### config.mk
export PLATFORM = sky130hd
export DESIGN_NAME = grid_vga_renderer
export DESIGN_NICKNAME = d
export VERILOG_FILES = /design/src/rtl/grid_vga_renderer.sv
export SDC_FILE = /design/constraint.sdc
export NUM_CORES = 2
export LEC_CHECK = 0
export ABC_AREA = 0
export BUFFER_PORTS_ARGS = -buffer_cell sky130_fd_sc_hd__buf_2
export CAP_MARGIN = 20
export CORE_AREA = 5 5 314 316
export DETAILED_ROUTE_END_ITERATION = 8
export DIE_AREA = 0 0 319 321
export PLACE_DENSITY = 0.73
export SYNTH_ARGS = -nofsm -noshare
export SYNTH_HDL_FRONTEND = slang
export SYNTH_SLANG_ARGS = --single-unit
### constraint.sdc
create_clock -name CLK100MHZ -period 29 [get_ports CLK100MHZ]
set_input_delay 4.35 -clock CLK100MHZ [delete_from_list [all_inputs] [get_ports CLK100MHZ]]
set_output_delay 4.35 -clock CLK100MHZ [all_outputs]
set_load 0.05 [all_outputs]
### src/rtl/grid_vga_renderer.sv
// Renders the 8x8 colour grid onto a 640x480@60Hz VGA port.
// The grid is latched once per frame at the start of vertical blank so game updates never tear.
module grid_vga_renderer #(
    parameter int TICK_DIV   = 4,
    parameter int H_VISIBLE  = 640,
    parameter int H_FRONT    = 16,
    parameter int H_SYNC     = 96,
    parameter int H_BACK     = 48,
    parameter int V_VISIBLE  = 480,
    parameter int V_FRONT    = 10,
    parameter int V_SYNC     = 2,
    parameter int V_BACK     = 33,
    parameter int CELL       = 60,
    parameter int X_OFFSET   = 80,
    parameter bit GRID_LINES = 1'b1
) (
    input  logic       CLK100MHZ,
    input  logic       reset,
    input  logic [3:0] reds   [63:0],
    input  logic [3:0] greens [63:0],
    input  logic [3:0] blues  [63:0],
    output logic [3:0] VGA_R,
    output logic [3:0] VGA_G,
    output logic [3:0] VGA_B,
    output logic       VGA_HS,
    output logic       VGA_VS,
    output logic       o_frame_start
);
    localparam int H_TOTAL = H_VISIBLE + H_FRONT + H_SYNC + H_BACK;
    localparam int V_TOTAL = V_VISIBLE + V_FRONT + V_SYNC + V_BACK;
    localparam int HW = $clog2(H_TOTAL);
    localparam int VW = $clog2(V_TOTAL);
    localparam int TW = (TICK_DIV > 1) ? $clog2(TICK_DIV) : 1;
    localparam int CW = (CELL > 1) ? $clog2(CELL) : 1;

    localparam logic [HW-1:0] H_LAST   = HW'(H_TOTAL - 1);
    localparam logic [HW-1:0] H_VIS    = HW'(H_VISIBLE);
    localparam logic [HW-1:0] HS_START = HW'(H_VISIBLE + H_FRONT);
    localparam logic [HW-1:0] HS_END   = HW'(H_VISIBLE + H_FRONT + H_SYNC);
    localparam logic [HW-1:0] GRID_X0  = HW'(X_OFFSET);
    localparam logic [HW-1:0] GRID_X1  = HW'(X_OFFSET + 8 * CELL);
    localparam logic [VW-1:0] V_LAST   = VW'(V_TOTAL - 1);
    localparam logic [VW-1:0] V_VIS    = VW'(V_VISIBLE);
    localparam logic [VW-1:0] VS_START = VW'(V_VISIBLE + V_FRONT);
    localparam logic [VW-1:0] VS_END   = VW'(V_VISIBLE + V_FRONT + V_SYNC);
    localparam logic [CW-1:0] CELL_LAST = CW'(CELL - 1);
    localparam logic [TW-1:0] TICK_LAST = TW'(TICK_DIV - 1);

    logic [TW-1:0] tick_cnt;
    logic          pix_tick;
    logic [HW-1:0] h_cnt, h_next;
    logic [VW-1:0] v_cnt, v_next;
    logic          h_wrap;
    logic [CW-1:0] lx, ly;
    logic [2:0]    col, row;
    logic          snap;
    logic [3:0]    shadow_r [63:0];
    logic [3:0]    shadow_g [63:0];
    logic [3:0]    shadow_b [63:0];
    logic          active, in_grid, on_line;
    logic [5:0]    cell_idx;
    logic [3:0]    r_p0, g_p0, b_p0;
    logic          hs_n_p0, vs_n_p0;

    assign pix_tick = (tick_cnt == TICK_LAST);

    always_ff @(posedge CLK100MHZ or posedge reset) begin
        if (reset)
            tick_cnt <= '0;
        else if (pix_tick)
            tick_cnt <= '0;
        else
            tick_cnt <= tick_cnt + TW'(1);
    end

    always_comb begin
        h_wrap = (h_cnt == H_LAST);
        h_next = h_wrap ? '0 : h_cnt + HW'(1);
        v_next = v_cnt;
        if (h_wrap)
            v_next = (v_cnt == V_LAST) ? '0 : v_cnt + VW'(1);
    end

    always_ff @(posedge CLK100MHZ or posedge reset) begin
        if (reset) begin
            h_cnt <= '0;
            v_cnt <= '0;
        end else if (pix_tick) begin
            h_cnt <= h_next;
            v_cnt <= v_next;
        end
    end

    // Cell-local counters track the pixel the h/v counters will hold after this tick.
    always_ff @(posedge CLK100MHZ or posedge reset) begin
        if (reset) begin
            lx  <= '0;
            col <= '0;
            ly  <= '0;
            row <= '0;
        end else if (pix_tick) begin
            if (h_next == GRID_X0) begin
                lx  <= '0;
                col <= '0;
            end else if (lx == CELL_LAST) begin
                lx  <= '0;
                col <= col + 3'd1;
            end else begin
                lx <= lx + CW'(1);
            end
            if (h_wrap) begin
                if (v_next == '0) begin
                    ly  <= '0;
                    row <= '0;
                end else if (ly == CELL_LAST) begin
                    ly  <= '0;
                    row <= row + 3'd1;
                end else begin
                    ly <= ly + CW'(1);
                end
            end
        end
    end

    assign snap          = pix_tick && (h_cnt == '0) && (v_cnt == V_VIS);
    assign o_frame_start = snap && !reset;

    always_ff @(posedge CLK100MHZ or posedge reset) begin
        if (reset) begin
            for (int i = 0; i < 64; i++) begin
                shadow_r[i] <= '0;
                shadow_g[i] <= '0;
                shadow_b[i] <= '0;
            end
        end else if (snap) begin
            shadow_r <= reds;
            shadow_g <= greens;
            shadow_b <= blues;
        end
    end

    // Stage p0: colour and sync for the pixel currently addressed by the counters.
    always_comb begin
        active   = (h_cnt < H_VIS) && (v_cnt < V_VIS);
        in_grid  = active && (h_cnt >= GRID_X0) && (h_cnt < GRID_X1);
        on_line  = GRID_LINES && ((lx == '0) || (ly == '0));
        cell_idx = {row, col};
        hs_n_p0  = !((h_cnt >= HS_START) && (h_cnt < HS_END));
        vs_n_p0  = !((v_cnt >= VS_START) && (v_cnt < VS_END));
        r_p0     = 4'h0;
        g_p0     = 4'h0;
        b_p0     = 4'h0;
        if (in_grid) begin
            if (on_line) begin
                r_p0 = 4'h4;
                g_p0 = 4'h4;
                b_p0 = 4'h4;
            end else begin
                r_p0 = shadow_r[cell_idx];
                g_p0 = shadow_g[cell_idx];
                b_p0 = shadow_b[cell_idx];
            end
        end
    end

    // Stage p1: colour and syncs registered together so they reach the pins aligned.
    always_ff @(posedge CLK100MHZ or posedge reset) begin
        if (reset) begin
            VGA_R  <= 4'h0;
            VGA_G  <= 4'h0;
            VGA_B  <= 4'h0;
            VGA_HS <= 1'b1;
            VGA_VS <= 1'b1;
        end else if (pix_tick) begin
            VGA_R  <= r_p0;
            VGA_G  <= g_p0;
            VGA_B  <= b_p0;
            VGA_HS <= hs_n_p0;
            VGA_VS <= vs_n_p0;
        end
    end
endmodule

==> impl_metrics.csv <==
group,metric,value,unit
cells_and_area,final_cell_area,45600,um^2
placed_design,dpl_cell_area,42500,um^2
critical_path,slowest_delay,0.28,ns
hold_path,min_path_cells,1,
floorplanning,num_rows,114,
sta,layout_min_cycle_time,9.23,ns
cts,clockBufferDepth,3,
sta,rsz0062_at_grt,"no",
synthesis,ys_seq_area_share,54.5,%
cells_and_area,nNetsFinal,5381,
detailed_routing,wire_per_inst,19.8,um
critical_path,critPathKind,"input pin to output port",
synthesis,synth.most_common_cell,"nand2_1",
detailed_routing,final_antenna_net_count,0,
critical_path,required,24.65,ns
synthesis,synth_fp_nets,4715,
synthesis,synthCells,3933,
synthesis,synth_top_area_share,54.3,%
sta,skew,0.0267,ns
floorplanning,die_h,321,um
sta,post-route-period-util,31.8,%
synthesis,synth-seq-cells,822,
synthesis,ys_types,59,
pwr,switchingPower,0.000523,W
floorplanning,core_area,95700,um^2
cells_and_area,synthToLayoutAreaGrowth,20.8,%
floorplanning,io-pin-count,785,
pwr,max-vdd-ir-drop,0.0460,mV
synthesis,synth-edff-count,0,
sta,drv_slew,0,
critical_path,worstPathMaxFanout,2,
cts,ctsResizeCount,0,
cts,cts_tree,"yes",
pwr,power,0.00240,W
synthesis,yosys_warnings,0,
cts,h-tree-depth,3,
critical_path,cp_data_arrival_time,4.88,ns
sta,finalSetupTns,0,ns
synthesis,yosys.area.top_type,"dfrtp_1",
sta,clock.fmax,108,MHz
sta,hold_viol,0,
pwr,seqPwrFrac,47.8,%
global_routing,antenna_found_initial,10,
synthesis,synthArstFlopShare,100,%
detailed_routing,routed_wl,118,mm
cells_and_area,final_cells,5954,
critical_path,start_kind,"input pin",
cells_and_area,drive_above_1_share,26.3,%
synthesis,synthTopCellsByCount,"2357 x nand2_1, 820 x dfrtp_1, 235 x mux4_2",
critical_path,cpMostUsedCell,"buf_2",
critical_path,reg2reg_slack,23.63,ns
pwr,powerDensity,52.6,nW/um^2
global_routing,grt_use_total,22.5,%
placed_design,numPortBuffers,784,
critical_path,endpoint_kind,"output port",
placed_design,place_inst,5781,
critical_path,r2r_start,"col[0]",
detailed_routing,vias,30700,
critical_path,r2r_end,"VGA_R[0]",
cts,clk_latency,0.65,ns
synthesis,synth_area,37800,um^2
sta,setup_viol_count_final,0,
pwr,pwr-share-comb,3.7,%
floorplanning,dieArea,102000,um^2
cts,cts_buffers,89,
cts,clkTransAtPathRegs,0.06,ns
placed_design,place.gp.congestion,0.882,
cts,cts_root_buffer,"clkbuf_16",
cts,cts_setup_buffers,0,
floorplanning,die_w,319,um
critical_path,r2r_cells,8,
detailed_routing,vias_per_cell,5.15,
synthesis,ys.flop_type,"dfrtp_1",
cts,clock-sinks,822,
cts,cts_hold_buf,0,
sta,relSlewSlack,27.3,%
synthesis,postSynthAreaPerCell,9.60,um^2
global_routing,grt_max_degree,215,
hold_path,min_to,"tick_cnt[0]",
global_routing,grt_pass1_wl,180,mm
floorplanning,initial_core_util,39.5,%
critical_path,crit_path_start,"reset",
detailed_routing,dr.pass1.iters,6,
pwr,pwr-share-clk,48.5,%
run,maxCapViolCount,0,
pwr,p_int,0.00188,W
pwr,leakagePower,20.2,nW
synthesis,synth.area.top_cells,"dfrtp_1 54%, nand2_1 23%, mux4_2 14%, buf_2 1.7%, clkbuf_1 1.0%",
global_routing,grt_overflow,0,
hold_path,hold_path.class,"register to register",
critical_path,crit_chain,"buf_2, nor2_1, buf_2",
outcome,status,"completed",
global_routing,first_global_vias,31400,
placed_design,dp_hpwl,84.0,mm
detailed_routing,drtIter0Drc,2841,
critical_path,slowest_stage,"buf_2",
sta,worst_pin_slew,1.09,ns
detailed_routing,drc_errors,0,
pwr,p_sw_share,21.8,%
hold_path,hp-start,"tick_cnt[0]",
[logic make-up after synthesis]
family | synth area share [%]
compound gates | 1.81
xor+xnor | 0.255
fa+ha+maj | 0.398
buf+inv | 3.22
flops | 54.5
mux | 14.7
simple gates | 25.1
[metrics by stage]
stage,setup WS [ns],util (%),hold WS (ns)
global placement,19.76,44.4,0.425
finish,19.77,47.7,0.435
CTS,19.76,47.6,0.442
detailed placement,19.76,44.4,0.434
global route,19.74,47.7,0.464
floorplan,1.56,-,0.403
[layout make-up]
cell class / instances / area, um^2
clock inverter: 28 / 318
clock buffer: 132 / 2680
fill: 8830 / 50100
multi-input combinational: 2843 / 16000
sequential: 822 / 20600
tap: 1276 / 1600
timing repair buffer: 825 / 4350
inverter: 18 / 75.1
antenna: 10 / 25.0
[per-layer routing]
| layer | part of all wire (%) | global-route usage, % | vias to the layer above |
|---|---|---|---|
| li1 | - | - | 14000 |
| met1 | 40 | 29.4 | 15200 |
| met2 | 49 | 37.9 | 1201 |
| met3 | 6.2 | 3.80 | 261 |
| met4 | 4.4 | 9.10 | 8 |
| met5 | 0.036 | 0 | - |
[worst max-delay path by stage]
stage / endpoint / cells after the start
2_1_floorplan: VGA_B[0] / 1
3_3_place_gp: o_frame_start / 3
3_5_place_dp: o_frame_start / 3
4_1_cts: o_frame_start / 3
5_1_grt: o_frame_start / 3
6_report: o_frame_start / 3
[layout by cell type (no fill, tap or decap), types with 7 or more instances in the layout]
cell type and n:
buf_4 33, nand3_1 21, nor3_1 11, a21boi_0 11, mux4_2 235, inv_1 14, ha_1 12, clkbuf_8 18
dfrtp_1 815, clkinv_2 15, clkbuf_16 94, a221o_1 9, nor2_1 15, nand4_1 11, buf_2 784, o21ai_0 21
mux2_2 12, diode_2 10, clkbuf_1 20, a31oi_1 7, nand2_1 2357, a21oi_1 17, xnor2_1 8, and3_1 7
nor4_1 7, mux2i_1 14
[power groups by stage]
stage / Sequential, W / Combinational (W) / Clock (W)
after global placement: 0.00117 / 0.0000898 / 0
final: 0.00115 / 0.0000893 / 0.00116
after global routing: 0.00115 / 0.0000975 / 0.00123
after detailed placement: 0.00117 / 0.0000892 / 0
after floorplan: 0.00117 / 0.0000178 / 0
after CTS: 0.00115 / 0.0000898 / 0.00119
[flip-flops by register name, indices dropped and copies added, names as in the netlist, 4 cells and up]
name      cells
VGA_B         4
VGA_G         4
VGA_R         4
h_cnt        10
lx            6
ly            6
shadow_b    256
shadow_g    256
shadow_r    256
v_cnt        10
[worst max-delay path, delay by kind of cell]
kind,cells,cell delay [ns]
and+or+nand+nor,1,0.11
buffers and inverters,2,0.42
No activity file was read; power rests on OpenSTA's default activity.
